===== config.mk =====
export PLATFORM = sky130hd
export DESIGN_NAME = superscalar_execute_pipe
export DESIGN_NICKNAME = d
export VERILOG_FILES = /design/src/rtl/superscalar_execute_pipe.sv
export SDC_FILE = /design/constraint.sdc
export NUM_CORES = 2
export LEC_CHECK = 0
export CAP_MARGIN = 5
export CORE_ASPECT_RATIO = 0.5
export CORE_MARGIN = 5
export CORE_UTILIZATION = 40
export DETAILED_ROUTE_END_ITERATION = 8
export PLACE_DENSITY_LB_ADDON = 0.08
export SYNTH_ARGS = -nofsm -noshare
export SYNTH_HDL_FRONTEND = slang
export SYNTH_SLANG_ARGS = --single-unit

===== constraint.sdc =====
create_clock -name clk -period 9.8 [get_ports clk]
set_input_delay 1.96 -clock clk [delete_from_list [all_inputs] [get_ports clk]]
set_output_delay 1.96 -clock clk [all_outputs]
set_load 0.02 [all_outputs]

===== src/rtl/superscalar_execute_pipe.sv =====
// Superscalar execute stage: NUM_FU parallel ALU/shifter lanes, each with a
// combinational branch check (E1) followed by a one-entry result register (E2).
// A shared redirect unit picks the oldest mispredicting branch by ROB age and
// suppresses younger redirects until the next flush.
//
// Handshake (both directions, per lane): a transfer happens on a rising edge
// where valid && ready are both high. The producer holds valid and its payload
// stable until that edge. Toward the reservation stations:
// issue_ready = !cdb_valid || cdb_ready, so a lane accepts a new op whenever
// its held result is absent or is being drained in the same cycle.
//
// ALU function select: 0 ADD, 1 SUB, 2 SLL, 3 SLT, 4 SLTU, 5 XOR, 6 SRL,
// 7 SRA, 8 OR, 9 AND, 10 pass B, others pass A.
// Branch select: 0 none, 1 BEQ, 2 BNE, 3 BLT, 4 BGE, 5 BLTU, 6 JAL, 7 JALR.
module superscalar_execute_pipe #(
  parameter int DATA_WIDTH = 32,
  parameter int NUM_FU     = 3,
  parameter int PHYS_W     = 6,
  parameter int ROB_W      = 5
) (
  input  logic                         clk,
  input  logic                         rst_n,
  input  logic                         flush,
  input  logic [ROB_W-1:0]             rob_head,
  input  logic [NUM_FU-1:0]            issue_valid,
  output logic [NUM_FU-1:0]            issue_ready,
  input  logic [NUM_FU*DATA_WIDTH-1:0] issue_data_a,
  input  logic [NUM_FU*DATA_WIDTH-1:0] issue_data_b,
  input  logic [NUM_FU*4-1:0]          issue_func_sel,
  input  logic [NUM_FU*3-1:0]          issue_branch_sel,
  input  logic [NUM_FU-1:0]            issue_pred_taken,
  input  logic [NUM_FU*DATA_WIDTH-1:0] issue_pred_target,
  input  logic [NUM_FU*DATA_WIDTH-1:0] issue_alt_pc,
  input  logic [NUM_FU*DATA_WIDTH-1:0] issue_link_pc,
  input  logic [NUM_FU-1:0]            issue_save_pc,
  input  logic [NUM_FU*PHYS_W-1:0]     issue_rd_phys,
  input  logic [NUM_FU*ROB_W-1:0]      issue_rob_idx,
  output logic [NUM_FU-1:0]            cdb_valid,
  input  logic [NUM_FU-1:0]            cdb_ready,
  output logic [NUM_FU*DATA_WIDTH-1:0] cdb_data,
  output logic [NUM_FU*PHYS_W-1:0]     cdb_rd_phys,
  output logic [NUM_FU*ROB_W-1:0]      cdb_rob_idx,
  output logic [NUM_FU-1:0]            cdb_mispredict,
  output logic [NUM_FU*DATA_WIDTH-1:0] cdb_correct_pc,
  output logic                         redirect_valid,
  output logic [DATA_WIDTH-1:0]        redirect_pc,
  output logic [ROB_W-1:0]             redirect_rob_idx,
  output logic [NUM_FU-1:0]            bp_update_valid,
  output logic [NUM_FU-1:0]            bp_update_taken,
  output logic [NUM_FU*DATA_WIDTH-1:0] bp_update_pc
);

  localparam int DW  = DATA_WIDTH;
  localparam int SHW = $clog2(DATA_WIDTH);
  // PCs are word aligned: the two low bits are always forced to zero.
  localparam logic [DW-1:0] ALIGN_MASK = {{(DW-2){1'b1}}, 2'b00};

  // E1 combinational results
  logic [NUM_FU-1:0][DW-1:0] res_val;
  logic [NUM_FU-1:0][DW-1:0] corr_pc;
  logic [NUM_FU-1:0]         mpc;
  logic [NUM_FU-1:0]         is_cond;
  logic [NUM_FU-1:0]         mispred;
  logic [NUM_FU-1:0]         cap;

  // E2 lane registers
  logic [NUM_FU-1:0]             cdb_valid_q, cdb_valid_d;
  logic [NUM_FU-1:0][DW-1:0]     cdb_data_q, cdb_data_d;
  logic [NUM_FU-1:0][PHYS_W-1:0] cdb_rd_phys_q, cdb_rd_phys_d;
  logic [NUM_FU-1:0][ROB_W-1:0]  cdb_rob_idx_q, cdb_rob_idx_d;
  logic [NUM_FU-1:0]             cdb_mispredict_q, cdb_mispredict_d;
  logic [NUM_FU-1:0][DW-1:0]     cdb_correct_pc_q, cdb_correct_pc_d;
  logic [NUM_FU-1:0]             bp_update_valid_q, bp_update_valid_d;
  logic [NUM_FU-1:0]             bp_update_taken_q, bp_update_taken_d;
  logic [NUM_FU-1:0][DW-1:0]     bp_update_pc_q, bp_update_pc_d;

  // Redirect unit registers
  logic             redirect_valid_q, redirect_valid_d;
  logic [DW-1:0]    redirect_pc_q, redirect_pc_d;
  logic             pending_q, pending_d;
  logic [ROB_W-1:0] pend_idx_q, pend_idx_d;

  // Redirect candidate selection
  logic             cand_found;
  logic [ROB_W-1:0] cand_idx;
  logic [ROB_W-1:0] cand_age;
  logic [DW-1:0]    cand_pc;
  logic [ROB_W-1:0] pend_age;
  logic             fire;

  assign issue_ready = ~cdb_valid_q | cdb_ready;
  assign cap         = issue_valid & issue_ready & {NUM_FU{~flush}};

  // E1: per-lane ALU/shifter and branch controller
  always_comb begin
    logic [DW-1:0]  op_a;
    logic [DW-1:0]  op_b;
    logic [DW-1:0]  alu;
    logic [DW-1:0]  ptgt;
    logic [DW-1:0]  jalr_tgt;
    logic [3:0]     fsel;
    logic [2:0]     bsel;
    logic [SHW-1:0] shamt;
    op_a     = '0;
    op_b     = '0;
    alu      = '0;
    ptgt     = '0;
    jalr_tgt = '0;
    fsel     = '0;
    bsel     = '0;
    shamt    = '0;
    res_val  = '0;
    corr_pc  = '0;
    mpc      = '0;
    is_cond  = '0;
    mispred  = '0;
    for (int i = 0; i < NUM_FU; i++) begin
      op_a  = issue_data_a[i*DW +: DW];
      op_b  = issue_data_b[i*DW +: DW];
      ptgt  = issue_pred_target[i*DW +: DW];
      fsel  = issue_func_sel[i*4 +: 4];
      bsel  = issue_branch_sel[i*3 +: 3];
      shamt = op_b[SHW-1:0];
      case (fsel)
        4'd0:    alu = op_a + op_b;
        4'd1:    alu = op_a - op_b;
        4'd2:    alu = op_a << shamt;
        4'd3:    alu = {{(DW-1){1'b0}}, $signed(op_a) < $signed(op_b)};
        4'd4:    alu = {{(DW-1){1'b0}}, op_a < op_b};
        4'd5:    alu = op_a ^ op_b;
        4'd6:    alu = op_a >> shamt;
        4'd7:    alu = $unsigned($signed(op_a) >>> shamt);
        4'd8:    alu = op_a | op_b;
        4'd9:    alu = op_a & op_b;
        4'd10:   alu = op_b;
        default: alu = op_a;
      endcase
      case (bsel)
        3'd1:    mpc[i] = (op_a == op_b);
        3'd2:    mpc[i] = (op_a != op_b);
        3'd3:    mpc[i] = ($signed(op_a) < $signed(op_b));
        3'd4:    mpc[i] = !($signed(op_a) < $signed(op_b));
        3'd5:    mpc[i] = (op_a < op_b);
        3'd6:    mpc[i] = 1'b1;
        3'd7:    mpc[i] = 1'b1;
        default: mpc[i] = 1'b0;
      endcase
      is_cond[i] = (bsel != 3'd0) && (bsel < 3'd6);
      jalr_tgt   = alu & ALIGN_MASK;
      if (bsel == 3'd7) begin
        mispred[i] = (jalr_tgt != ptgt);
        corr_pc[i] = jalr_tgt;
      end else begin
        mispred[i] = is_cond[i] && (mpc[i] ^ issue_pred_taken[i]);
        corr_pc[i] = issue_alt_pc[i*DW +: DW] & ALIGN_MASK;
      end
      if (is_cond[i]) begin
        res_val[i] = ptgt;
      end else if (issue_save_pc[i]) begin
        res_val[i] = issue_link_pc[i*DW +: DW] & ALIGN_MASK;
      end else begin
        res_val[i] = alu;
      end
    end
  end

  // E2: per-lane output register next state (capture, hold, drain, flush)
  always_comb begin
    cdb_valid_d       = cdb_valid_q;
    cdb_data_d        = cdb_data_q;
    cdb_rd_phys_d     = cdb_rd_phys_q;
    cdb_rob_idx_d     = cdb_rob_idx_q;
    cdb_mispredict_d  = cdb_mispredict_q;
    cdb_correct_pc_d  = cdb_correct_pc_q;
    bp_update_valid_d = '0;
    bp_update_taken_d = bp_update_taken_q;
    bp_update_pc_d    = bp_update_pc_q;
    for (int i = 0; i < NUM_FU; i++) begin
      if (flush) begin
        cdb_valid_d[i] = 1'b0;
      end else if (cap[i]) begin
        cdb_valid_d[i]      = 1'b1;
        cdb_data_d[i]       = res_val[i];
        cdb_rd_phys_d[i]    = issue_rd_phys[i*PHYS_W +: PHYS_W];
        cdb_rob_idx_d[i]    = issue_rob_idx[i*ROB_W +: ROB_W];
        cdb_mispredict_d[i] = mispred[i];
        cdb_correct_pc_d[i] = corr_pc[i];
        if (is_cond[i]) begin
          bp_update_valid_d[i] = 1'b1;
          bp_update_taken_d[i] = mpc[i];
          bp_update_pc_d[i]    = issue_pred_target[i*DW +: DW];
        end
      end else if (cdb_ready[i]) begin
        cdb_valid_d[i] = 1'b0;
      end
    end
  end

  // Redirect unit: oldest capturing mispredict wins, gated by the pending one
  always_comb begin
    logic [ROB_W-1:0] age;
    age        = '0;
    cand_found = 1'b0;
    cand_idx   = '0;
    cand_age   = '0;
    cand_pc    = '0;
    for (int i = 0; i < NUM_FU; i++) begin
      age = issue_rob_idx[i*ROB_W +: ROB_W] - rob_head;
      if (cap[i] && mispred[i] && (!cand_found || age < cand_age)) begin
        cand_found = 1'b1;
        cand_idx   = issue_rob_idx[i*ROB_W +: ROB_W];
        cand_age   = age;
        cand_pc    = corr_pc[i];
      end
    end
    pend_age         = pend_idx_q - rob_head;
    fire             = cand_found && (!pending_q || cand_age < pend_age);
    redirect_valid_d = fire;
    redirect_pc_d    = fire ? cand_pc : redirect_pc_q;
    pend_idx_d       = fire ? cand_idx : pend_idx_q;
    pending_d        = flush ? 1'b0 : (pending_q | fire);
  end

  // State registers with asynchronous active-low reset
  always_ff @(posedge clk or negedge rst_n) begin
    if (!rst_n) begin
      cdb_valid_q       <= '0;
      cdb_data_q        <= '0;
      cdb_rd_phys_q     <= '0;
      cdb_rob_idx_q     <= '0;
      cdb_mispredict_q  <= '0;
      cdb_correct_pc_q  <= '0;
      bp_update_valid_q <= '0;
      bp_update_taken_q <= '0;
      bp_update_pc_q    <= '0;
      redirect_valid_q  <= 1'b0;
      redirect_pc_q     <= '0;
      pending_q         <= 1'b0;
      pend_idx_q        <= '0;
    end else begin
      cdb_valid_q       <= cdb_valid_d;
      cdb_data_q        <= cdb_data_d;
      cdb_rd_phys_q     <= cdb_rd_phys_d;
      cdb_rob_idx_q     <= cdb_rob_idx_d;
      cdb_mispredict_q  <= cdb_mispredict_d;
      cdb_correct_pc_q  <= cdb_correct_pc_d;
      bp_update_valid_q <= bp_update_valid_d;
      bp_update_taken_q <= bp_update_taken_d;
      bp_update_pc_q    <= bp_update_pc_d;
      redirect_valid_q  <= redirect_valid_d;
      redirect_pc_q     <= redirect_pc_d;
      pending_q         <= pending_d;
      pend_idx_q        <= pend_idx_d;
    end
  end

  assign cdb_valid        = cdb_valid_q;
  assign cdb_data         = cdb_data_q;
  assign cdb_rd_phys      = cdb_rd_phys_q;
  assign cdb_rob_idx      = cdb_rob_idx_q;
  assign cdb_mispredict   = cdb_mispredict_q;
  assign cdb_correct_pc   = cdb_correct_pc_q;
  assign bp_update_valid  = bp_update_valid_q;
  assign bp_update_taken  = bp_update_taken_q;
  assign bp_update_pc     = bp_update_pc_q;
  assign redirect_valid   = redirect_valid_q;
  assign redirect_pc      = redirect_pc_q;
  assign redirect_rob_idx = pend_idx_q;

endmodule


* Yosys cells after proc, flatten, opt, wreduce, memory -nomap -nowiden
Cells that the tools add are included.
** Cells by class
- Shifts and indexed selects :: 9
- Eq/ne operators :: 60
- Mux-type cells :: 49
- Divide/modulo/power cells :: 0
- Add/subtract/negate cells :: 10
- Reductions and logical operators :: 39
- Multiply operators :: 0
- Bitwise logic cells :: 18
- $lt $le $gt $ge :: 12
** Operator list (number)
- 32-bit case mux with 11 select lines :: 3
- 32-bit two-way mux :: 12
- 32-bit less-than comparator :: 6
- 32-bit != test :: 6
- 32-bit adder :: 3
- 32-bit bitwise AND :: 3
- 32-bit equality test :: 3
- 32-bit OR :: 3
- 32-bit by 5-bit left shift with 32-bit output :: 3
- 32-bit by 5-bit right shift with 32-bit output :: 3
- 32-bit by 5-bit >>> shifter with 32-bit output :: 3
- 32-bit subtractor :: 3
- 32-bit bitwise XOR :: 3
- 4-bit by 3-bit equality test with 1-bit output (second input constant) :: 12
- 3-bit equality test (second input constant) :: 12
- 4-bit equality test (second input constant) :: 9
- 5-bit two-way mux :: 6
- 1-bit two-way mux :: 25
- 4-bit by 2-bit equality test with 1-bit output (second input constant) :: 6
- 5-bit subtractor :: 4
- 3-bit by 2-bit equality test with 1-bit output (second input constant) :: 6
- 1-bit case mux with 6 select lines :: 3
- 3-bit nonzero test :: 6
- 5-bit less-than comparator :: 3
- 16 further kinds :: 51
** Word-level totals
- Register bits :: 372
- Output and inout port bits :: 374
- Memory bits (read-only) :: 0
- Memories kept :: 0
- Logic and storage cells :: 226
- Bits in latches :: 0
- Bits in writable memories :: 0

* Depth between registers and ports, before layout
- Depth after elaboration :: 21
- Depth in mapped cells :: 52

* Least setup slack after synthesis
Ideal clock, no wire load.
- Path type :: input port to flip-flop
- Start point :: in issue_data_b[3]
- End point :: reg redirect_pc_q[15], in the netlist redirect_pc[15]
- Cell stages on the path :: 50
- Data required time :: 9675 ps
- Buffers on the path :: 13
- Slack :: -2373 ps
- Arrival time :: 12048 ps
- Cells stage by stage :: clkbuf_1 inv_2 buf_1 clkbuf_1 clkbuf_1 ha_1 buf_2 nand2b_1 o311ai_4 a211oi_1 a211oi_4 a211oi_2 or3_1 a21oi_1 a211o_1 mux2_1 or4_1 nor4_2 (+14 left out) ha_1 a21o_1 a21o_1 a21oi_1 nand2_1 a21boi_4 a41oi_4 buf_6 buf_6 nor2_1 a21oi_1 ha_1 nand3_1 a311o_1 o221a_1 buf_4 buf_6 mux2_4
** On the way
- Word-level cells in the longest chain between the ends :: 19
- Elaborated cells between the ends (all ways) :: 41
- Those cells by class :: 2 x add/sub; 5 x order compare; 3 x eq/ne; 3 x shift; 13 x mux; 4 x bitwise; 11 x reduce/logical
** Ends and longest elaborated chain
- from (decl) :: RTL line 28 : input logic [NUM_FU*DATA_WIDTH-1:0] issue_data_b,
- branches (longest 19 deep; another with 32-bit subtractor)
- to (signal assigned) :: RTL line 251 : redirect_pc_q <= redirect_pc_d;
- to (decl) :: RTL line 79 : logic [DW-1:0] redirect_pc_q, redirect_pc_d;
Parallel ways; which one is timed is not known.
A chain may end at the register's enable or synchronous reset.

* Final worst setup path
- Start point :: in issue_data_a[46]
- End point :: reg redirect_pc_q[7], in the netlist redirect_pc[7]
** On the way
- Word-level cells in the longest chain between the ends :: 16
- Elaborated cells between the ends (all ways) :: 35
- Those cells by class :: 2 x add/sub; 4 x order compare; 3 x eq/ne; 3 x shift; 10 x mux; 4 x bitwise; 9 x reduce/logical
** Ends and longest elaborated chain
- from (decl) :: RTL line 27 : input logic [NUM_FU*DATA_WIDTH-1:0] issue_data_a,
- branches (longest 16 deep; another with 32-bit subtractor)
Parallel ways; which one is timed is not known.

==> metrics <==
routed vias/inst slightly below 7; GRT Util Overall approximately half; wire length of the first global-routing pass 528,000 um; largest family of logic cells by synthesized area compound AO/OA/AOI/OAI gates; R2R depth 31; Via Count 74,000; min-delay src cdb_correct_pc[69]; chip height ~270 um; Worst-path clk slew around 0.07 ns; slew margin rel. roughly 15%; min cycle time layout slightly below 10 ns; layout cells sized above 1 24.1%; reg2reg setup slack about 4.1 ns; RePlAce Congestion roughly 1.1; Post-Route Skew between 0.09 and 0.1 ns; DP HPWL just over 300,000 um; Clock Latency Late Sink 0.69 ns; FP Rows 95; clock sink count 364; failing checks negative setup slack; post-route core utilization roughly 58%; simple-gate share of the synthesized area between 20% and 30%; final hold viol count 0; Max Fclk roughly 100 MHz; die span in x 528 um; CP max stage delay 0.79 ns; crit end category flip-flop; CP max-delay cell a2111oi_1; cell repeated most along the worst path buf_4; Synth Area in Adders 7.98%; Post-synth EDFFs 0; Slew Limit Fails 0; Yosys warning total 0; Area Growth Syn to Fin 43.7%; initial antenna violation count between 40 and 50; Synth top area share approximately 17%; worst hold path endpoint cdb_correct_pc[69]; xor and xnor fraction of the mapped netlist area between 1 and 1.5%; Congestion Overflow GR 0; WL/cell ~35 um; top post-synthesis cells by area dfrtp_1, ha_1, mux4_2; Seq/Total Area, Yosys between 10% and 20%; DRT Pass-1 Iters 8; clock share of power a little under a fifth; power density cells around 120 nW/um2; CTS tree yes; Tot Pwr about 0.0091 W; post-route clock period utilization 100%; status finished with violations; CP Class input port to flip-flop; CORE AREA about 130,000 um2; Residual DRC 0; # hold bufs at CTS 0; count of different cell masters after synthesis 112; Clock Tree Buf Depth 3; RR Endpoint redirect_pc[7]; Post-synth top flop dfrtp_1; Avg Cell Area, Syn 7.49 um2; CTS buffer count 38; largest net degree at the start of global routing ~150; Design Area, Final ~77,000 um2; worst slew pin tran approximately 1.3 ns; multiplexer share of the synthesized area 15.8%; Net Sw Frac 46.3%; Leak roughly 34 nW; Internal Power between 0.004 and 0.005 W; setup violators final 16; type of the most critical hold path flip-flop to flip-flop; WP data required ~10 ns; Psw around 0.0042 W; VDD IR max between 0.0001 and 0.00015 V; Seq pwr share about 22%; die area 142,000 um2; initial core utilization approximately 40%; CTS H-tree lvls 2; final setup margin -0.0489 ns; RSZ-0062 raised after global routing yes; maxcap violations 0; ys async rst share 100%; vias in the first global route 68,800; post-synthesis compound-gate area fraction around 28%; port bufs 907; root buf cell clkbuf_16; sum of negative setup slack -0.391 ns; WP data arrival a little over 10 ns; FF+latch count, synth approximately 360; total length of routed wires around 390,000 um; Post-DP Area approximately 74,000 um2; Cells on Worst Hold Path 2; Synth Instances just over 7,000; Gate power share approximately three fifths; I/O Pins just over 900; Yosys top cell by area dfrtp_1; Initial DRC Count 12,200; Layout Nets 9,941; cell area after synthesis approximately 54,000 um2; Routed Antenna Nets 0; Critical Path Fanout Max 11; CP Launch Type input port; worst reg2reg startpoint cdb_valid[0]
## cells in the mapped netlist (all sizes together), types with 40 or more instances
cell type	n
nor3	175
nand2b	69
nand2	1056
nor4	71
a22oi	122
o31ai	44
inv	340
xnor2	52
dfrtp	364
mux2	150
a21oi	477
mux4	180
nor2b	98
or3	57
nor2	627
a31oi	82
o311ai	40
o21ai	445
nand4	83
clkbuf	437
a211oi	108
nand3	127
a21o	56
mux2i	273
buf	178
o211ai	142
o221ai	43
ha	327
o22ai	85
## placed cells by master (no fill, tap or decap), types with 32 or more instances in the layout
master / instances
nor4_1: 63
a31oi_1: 81
a21o_1: 56
a22oi_1: 122
mux2_2: 109
dfrtp_1: 364
and3_1: 32
nand2_1: 1050
clkdlybuf4s50_1: 842
o211ai_1: 142
o21ai_0: 432
buf_12: 47
clkbuf_16: 41
o21bai_1: 38
nand4_1: 83
nor2b_1: 97
mux4_2: 180
nor3_1: 168
mux2i_1: 271
a211oi_1: 102
a221oi_1: 36
o31ai_1: 41
xnor2_1: 52
a211o_1: 34
o2111ai_1: 32
ha_1: 306
or3_1: 54
o22ai_1: 83
o221ai_1: 42
inv_1: 317
nand3_1: 122
or2_2: 32
nor2_1: 619
o311ai_0: 35
nand2b_1: 69
a21oi_1: 460
buf_4: 1451
## per-layer routing
layer  vias up  global-route usage (%)  routed length (um)
li1      30400                       -                   -
met4        26                    41.9               42600
met2      6315                    74.4              157000
met5         -                   0.367                 262
met3      1830                    17.8               52000
met1     35400                    60.7              135000
## worst max-delay path: cells and delay by family
family,cells,cell delay [ns]
AOI/OAI and AO/OA,14,2.69
and+or+nand+nor,11,2.08
buffers and inverters,7,1.81
muxes,3,1.14
adders and majority gates,2,0.64
## worst max-delay path by stage
| stage | startpoint | endpoint | slack, ns | cells past startpoint |
|---|---|---|---|---|
| after detailed placement | issue_data_a[0] | redirect_pc[5] | -1.14 | 43 |
| final | issue_data_a[46] | redirect_pc[7] | -0.05 | 37 |
| after global routing | issue_data_b[17] | redirect_pc[3] | -0.28 | 43 |
| after floorplan | issue_data_b[2] | redirect_pc[15] | -0.87 | 50 |
| after CTS | issue_data_b[0] | redirect_pc[29] | -0.005 | 45 |
| after global placement | issue_data_a[0] | redirect_pc[6] | -1.08 | 44 |
## power by group through the flow
stage	registers, W	logic (W)	clock network (W)
4_1_cts	0.00197	0.00512	0.00162
6_report	0.00200	0.00541	0.00165
3_3_place_gp	0.00198	0.00498	0
5_1_grt	0.00201	0.00554	0.00169
2_1_floorplan	0.00227	0.00199	0
3_5_place_dp	0.00199	0.00500	0
## sequential cells by signal (all words and copies together), names as in the netlist
signal,cells
cdb_valid,3
bp_update_valid,3
redirect_rob_idx,5
pending_q,1
redirect_valid,1
bp_update_pc,96
cdb_rob_idx,15
cdb_data,96
cdb_mispredict,3
bp_update_taken,3
cdb_rd_phys,18
cdb_correct_pc,90
redirect_pc,30
## final cells by class
class,count,area (um2)
fillers,12400,56600
multi-input cells,5859,41900
repair buffers,2441,21300
flip-flops and latches,364,9110
well taps,1794,2240
inverters,346,1310
clock buffers,48,1060
clock inverters,21,262
diodes,28,70.1
## kinds of logic (layout without fill, tap and decap cells)
group | after synthesis | after routing
simple gates | 2631 | 2631
other cells | 1 | 36
mux | 603 | 603
flops | 364 | 364
compound gates | 2200 | 2201
buf+inv | 961 | 2856
fa+ha+maj | 337 | 337
xor+xnor | 79 | 79
## timing repair
item / CTS / global route
pin swaps: 44 / 57
endpoints found under the setup margin: 36 / 36
setup buffers: 46 / 18
gates resized for setup: 166 / 112
gates cloned: 6 / 3
hold endpoints to repair: 0 / 0
## through the flow
| step | hold slack [ns] | instances | worst slack [ns] |
|---|---|---|---|
| after floorplan | 0.495 | 7183 | -0.866 |
| after global placement | 0.458 | 10700 | -1.08 |
| after detailed placement | 0.462 | 10700 | -1.14 |
| after CTS | 0.477 | 10900 | -0.00541 |
| after global routing | 0.493 | 10900 | -0.285 |
| final | 0.478 | 10900 | -0.0489 |
Power figures use the tool's default switching activity.
